## config.mk

```make
export PLATFORM = sky130hd
export DESIGN_NAME = mdu_hilo
export DESIGN_NICKNAME = d
export VERILOG_FILES = /design/src/rtl/mdu_hilo.sv
export SDC_FILE = /design/constraint.sdc
export NUM_CORES = 1
export LEC_CHECK = 0
export CAP_MARGIN = 25
export CORE_MARGIN = 2
export CORE_UTILIZATION = 50
export DETAILED_ROUTE_END_ITERATION = 8
export PLACE_DENSITY_LB_ADDON = 0.08
export SLEW_MARGIN = 20
export SYNTH_ARGS = -nofsm -noshare
export SYNTH_HDL_FRONTEND = slang
export SYNTH_SLANG_ARGS = --single-unit
```

## constraint.sdc

```tcl
create_clock -name clk_i -period 7.1 [get_ports clk_i]
set_clock_uncertainty 0.05 [all_clocks]
set_input_delay 1.42 -clock clk_i [delete_from_list [all_inputs] [get_ports clk_i]]
set_output_delay 1.42 -clock clk_i [all_outputs]
set_load 0.01 [all_outputs]
```

## src/rtl/mdu_hilo.sv

```systemverilog
// Iterative 32-step multiply/divide unit holding the architectural HI/LO pair.
// Signed operations run on magnitudes and the signs are fixed up in the FINISH cycle.
module mdu_hilo (
  input  logic        clk_i,
  input  logic        reset_i,
  input  logic        start_i,
  input  logic [1:0]  op_i,
  input  logic [31:0] a_i,
  input  logic [31:0] b_i,
  input  logic        flush_i,
  input  logic        hi_we_i,
  input  logic        lo_we_i,
  input  logic [31:0] wdata_i,
  output logic        busy_o,
  output logic        done_o,
  output logic [31:0] hi_o,
  output logic [31:0] lo_o
);

  typedef enum logic [1:0] {StIdle, StCompute, StFinish} state_e;

  state_e      state_q, state_d;
  logic [4:0]  cnt_q, cnt_d;
  logic [63:0] acc_q, acc_d;
  logic [31:0] opnd_q, opnd_d;
  logic        div_q, div_d;
  logic        neg_q, neg_d;
  logic        rneg_q, rneg_d;
  logic        dz_q, dz_d;
  logic [31:0] hi_q, hi_d;
  logic [31:0] lo_q, lo_d;
  logic        busy_q, busy_d;
  logic        done_q, done_d;

  logic        accept;
  logic        finish_wr;
  logic        mt_ok;
  logic        signed_op;
  logic [31:0] a_mag, b_mag;
  logic [32:0] mul_sum;
  logic [63:0] mul_step;
  logic [32:0] div_shift;
  logic        div_ge;
  logic [31:0] div_sub;
  logic [63:0] div_step;
  logic [63:0] prod_fix;
  logic [31:0] quo_fix, rem_fix;

  assign accept    = (state_q == StIdle) && start_i && !flush_i;
  assign finish_wr = (state_q == StFinish) && !flush_i;
  assign signed_op = ~op_i[0];

  // State register
  always_ff @(posedge clk_i or posedge reset_i) begin
    if (reset_i) begin
      state_q <= StIdle;
    end else begin
      state_q <= state_d;
    end
  end

  // Next-state logic
  always_comb begin
    state_d = state_q;
    unique case (state_q)
      StIdle: begin
        if (accept) state_d = StCompute;
      end
      StCompute: begin
        if (flush_i)              state_d = StIdle;
        else if (cnt_q == 5'd31)  state_d = StFinish;
      end
      StFinish: state_d = StIdle;
      default:  state_d = StIdle;
    endcase
  end

  // Output decode
  always_comb begin
    busy_d = (state_d != StIdle);
    done_d = finish_wr;
    mt_ok  = (state_q == StIdle) && !start_i;
  end

  // Datapath: the accumulator starts as {0, |a|}; multiply shifts right, divide shifts left.
  always_comb begin
    a_mag     = (signed_op && a_i[31]) ? -a_i : a_i;
    b_mag     = (signed_op && b_i[31]) ? -b_i : b_i;

    mul_sum   = {1'b0, acc_q[63:32]} + (acc_q[0] ? {1'b0, opnd_q} : 33'd0);
    mul_step  = {mul_sum, acc_q[31:1]};

    div_shift = acc_q[63:31];
    div_ge    = div_shift >= {1'b0, opnd_q};
    div_sub   = div_shift[31:0] - opnd_q;
    div_step  = div_ge ? {div_sub, acc_q[30:0], 1'b1}
                       : {div_shift[31:0], acc_q[30:0], 1'b0};

    prod_fix  = neg_q ? -acc_q : acc_q;
    quo_fix   = (neg_q && !dz_q) ? -acc_q[31:0] : acc_q[31:0];
    rem_fix   = rneg_q ? -acc_q[63:32] : acc_q[63:32];
  end

  always_comb begin
    cnt_d  = cnt_q;
    acc_d  = acc_q;
    opnd_d = opnd_q;
    div_d  = div_q;
    neg_d  = neg_q;
    rneg_d = rneg_q;
    dz_d   = dz_q;
    hi_d   = hi_q;
    lo_d   = lo_q;
    if (accept) begin
      cnt_d  = 5'd0;
      acc_d  = {32'd0, a_mag};
      opnd_d = b_mag;
      div_d  = op_i[1];
      neg_d  = signed_op && (a_i[31] ^ b_i[31]);
      rneg_d = signed_op && op_i[1] && a_i[31];
      dz_d   = op_i[1] && (b_i == 32'd0);
    end else if (state_q == StCompute) begin
      cnt_d = cnt_q + 5'd1;
      acc_d = div_q ? div_step : mul_step;
    end

    if (finish_wr) begin
      if (div_q) begin
        hi_d = rem_fix;
        lo_d = quo_fix;
      end else begin
        hi_d = prod_fix[63:32];
        lo_d = prod_fix[31:0];
      end
    end else if (mt_ok) begin
      if (hi_we_i) hi_d = wdata_i;
      if (lo_we_i) lo_d = wdata_i;
    end
  end

  always_ff @(posedge clk_i or posedge reset_i) begin
    if (reset_i) begin
      cnt_q  <= 5'd0;
      acc_q  <= 64'd0;
      opnd_q <= 32'd0;
      div_q  <= 1'b0;
      neg_q  <= 1'b0;
      rneg_q <= 1'b0;
      dz_q   <= 1'b0;
      hi_q   <= 32'd0;
      lo_q   <= 32'd0;
      busy_q <= 1'b0;
      done_q <= 1'b0;
    end else begin
      cnt_q  <= cnt_d;
      acc_q  <= acc_d;
      opnd_q <= opnd_d;
      div_q  <= div_d;
      neg_q  <= neg_d;
      rneg_q <= rneg_d;
      dz_q   <= dz_d;
      hi_q   <= hi_d;
      lo_q   <= lo_d;
      busy_q <= busy_d;
      done_q <= done_d;
    end
  end

  assign busy_o = busy_q;
  assign done_o = done_q;
  assign hi_o   = hi_q;
  assign lo_o   = lo_q;

endmodule

```

==> results.py <==
metrics = {
    "run_status": {
        "status": "finished, final reports clean",
    },
    "routing": {
        "drt_pre_antenna_iters": 7,
        "viasPerCell": 5.96,
        "first_iter_violations": 1000,
        "routed_wl_um": 43300,
        "vias": 13300,
        "drc": 0,
        "ant_nets": 0,
        "wl_per_cell_um": 19.4,
    },
    "worst_hold_path": {
        "hold_class": "reg -> reg",
        "holdPathEnd": "opnd_q[20]",
        "hold_path_depth": 2,
        "hold_start": "opnd_q[20]",
    },
    "sta": {
        "finalSetupViolCount": 0,
        "relSlewSlack_pct": 37.9,
        "fin_setup_tns_ns": 0,
        "finalCriticalPeriod_ns": 4.52,
        "max_clock_freq_mhz": 221,
        "rsz0062_at_grt": "false",
        "slew_violations": 0,
        "period_share_pct": 63.6,
        "hold_viol": 0,
        "fin_ws_ns": 2.58,
        "max_slew.worst_pin.slew_ns": 0.928,
    },
    "placement": {
        "dp.final_hpwl_um": 32500,
        "routabilityCongestion": 0.929,
        "io_buffers": 169,
        "dp_slack_ns": 2.29,
    },
    "power_and_ir_drop": {
        "power_w": 0.00604,
        "swShare_pct": 48.1,
        "power.leakage_nw": 6.99,
        "p_comb_share_pct": 55.5,
        "switchingPower_w": 0.00290,
        "power_density_nw_per_um2": 361,
        "internal-power_w": 0.00313,
        "power_frac_clock_pct": 16.9,
        "peakVddDrop_uv": 268,
        "p_seq_share_pct": 27.6,
    },
    "grt": {
        "grt_pass1_wl_um": 67000,
        "grt_max_degree": 130,
        "antenna_found_initial": 0,
        "grt_pass1_vias": 12100,
        "grt_use_total_pct": 29.1,
        "grt_overflow": 0,
    },
    "critical_path": {
        "rrSetupSlack_ns": 2.58,
        "crit_path_end_kind": "flop",
        "reg2reg_depth": 14,
        "r2r_end": "acc_q[62]",
        "regToRegStartpoint": "acc_q[0]",
        "crit_type": "reg -> reg",
        "start_kind": "flop",
        "crit_arrival_ns": 4.76,
        "crit_required_ns": 7.34,
        "crit_fanout": 19,
    },
    "flow_run": {
        "max_cap_violations": 0,
    },
    "final_layout": {
        "diodes": 0,
        "final_nets": 2017,
        "layout-drive-gt1-share_pct": 4.58,
        "final_cell_mix": "nand2_1, o21ai_0, dfrtp_1",
        "nFillCells": 2527,
        "final_common_cell": "nand2_1",
        "area_delta_synth_final_pct": 18.3,
    },
    "logic_synthesis": {
        "syn_area_sq_um": 14100,
        "synth_ff_type": "dfrtp_1",
        "synth-edff-count": 0,
        "syn_avg_cell_area_sq_um": 8.11,
        "synth_cells": 1742,
        "ys_seq_elements": 173,
        "syn_nets": 1918,
        "synthArstFlopShare_pct": 100,
        "ys.warnings.count": 0,
        "ys_seq_area_share_pct": 30.6,
        "ys_types": 69,
    },
    "clock_network": {
        "root_buffer": "clkbuf_16",
        "ctsHoldBuffers": 0,
        "clk_latency_ns": 0.44,
        "clock_path_buffers": 2,
        "clkTransAtPathRegs_ns": 0.08,
        "numCtsBuffers": 17,
        "cts_resized": 0,
        "ctsHtreeMaxLevel": 4,
        "post_cts_buffers": 0,
        "clkSinkCount": 173,
        "cts_tree": "yes",
    },
    "floorplan": {
        "die-width_um": 172,
        "core_sq_um": 27800,
        "dieHeight_um": 172,
        "start_util_pct": 50.9,
        "ios": 170,
        "die_area_sq_um": 29600,
        "fp-row-count": 61,
    },
}
[worst max path at each step]
stage / depth (start not counted) / to / from
floorplan: 1 / acc_q[0] / reset_i
global placement: 11 / opnd_q[25] / b_i[6]
detailed placement: 11 / opnd_q[25] / b_i[6]
CTS: 14 / acc_q[62] / acc_q[0]
global route: 14 / acc_q[62] / acc_q[0]
finish: 14 / acc_q[62] / acc_q[0]
[worst max-delay path, cell delays in order, from the launching register on]
cell and delay, ns:
dfrtp_1 0.51, inv_1 0.37, buf_4 0.33, nor2_1 0.08, ha_1 0.35, a31o_2 0.27, o21ai_0 0.30, a21oi_1 0.15
o21ai_0 0.42, o21ai_0 0.28, a211oi_1 0.40, o21ai_0 0.23, a221oi_1 0.32, xor2_1 0.18, o221ai_1 0.13
[layout make-up]
class	count	area [sq um]	share of cell area (%)
Clock buffer	17	425	2.55
Clock inverter	15	201	1.21
Inverter	62	238	1.42
Multi-Input combinational cell	1402	9220	55.2
Sequential cell	173	4330	25.9
Tap cell	378	473	2.83
Timing Repair Buffer	185	1820	10.9
[cell usage after synthesis (all sizes together) (7+ instances only)]
library cell | number | share of area [%]
clkbuf | 85 | 2.3
a21o | 37 | 2.0
nand4 | 17 | 0.75
or3 | 12 | 0.58
or4 | 11 | 0.74
o21ai | 219 | 7.8
nor4 | 18 | 0.95
o21a | 7 | 0.37
mux2i | 100 | 7.1
xnor2 | 88 | 5.5
o41ai | 16 | 1.2
buf | 20 | 0.55
nor3b | 8 | 0.43
o221ai | 9 | 0.56
a22oi | 14 | 0.74
nor2b | 16 | 0.71
nand2b | 22 | 1.0
nand2 | 215 | 5.7
a211oi | 10 | 0.53
nor3 | 30 | 1.2
ha | 70 | 6.2
xor2 | 85 | 5.3
o31ai | 18 | 0.96
and2 | 10 | 0.44
o21bai | 7 | 0.37
o211ai | 36 | 1.9
inv | 62 | 1.6
dfrtp | 173 | 31
nand3 | 22 | 0.78
nor2 | 123 | 3.3
a31oi | 9 | 0.40
a21oi | 117 | 4.1
[flip-flops by register name, summed over array words and instances, names as in the netlist, 2 cells and up]
name	cells
state_q	2
opnd_q	32
hi_o	32
acc_q	64
cnt_q	5
lo_o	32
[cells by family (layout without fill, tap and decap cells)]
| family | count (synthesis) | count (layout) | share of synthesized area, % |
|---|---|---|---|
| compound gates | 531 | 531 | 22.9 |
| buf+inv | 167 | 279 | 4.45 |
| mux | 100 | 100 | 7.09 |
| fa+ha+maj | 72 | 72 | 6.48 |
| flops | 173 | 173 | 30.6 |
| simple gates | 526 | 526 | 17.7 |
| xor+xnor | 173 | 173 | 10.7 |
[power groups by stage]
stage | clock network (W) | registers (W) | logic, W
floorplan | 0 | 0.00150 | 0.00243
global placement | 0 | 0.00166 | 0.00324
detailed placement | 0 | 0.00167 | 0.00328
CTS | 0.00103 | 0.00166 | 0.00330
global route | 0.00106 | 0.00170 | 0.00368
finish | 0.00102 | 0.00167 | 0.00335
[stage by stage]
stage	area, sq um	hold WS [ns]	utilization [%]	std cells
after CTS	16700	0.442	60.1	2231
after detailed placement	16100	0.424	57.8	2199
after global placement	16000	0.413	57.8	2197
final	16700	0.436	60.1	2232
after floorplan	14100	0.399	-	1742
after global routing	16700	0.460	60.1	2232
[per-layer routing]
layer | GRT usage, % | wire, um
met1 | 43.3 | 20600
met3 | 4.33 | 2920
met5 | 0 | 0
met2 | 44.1 | 18900
met4 | 7.82 | 859
(Power assumes the default switching activity.)
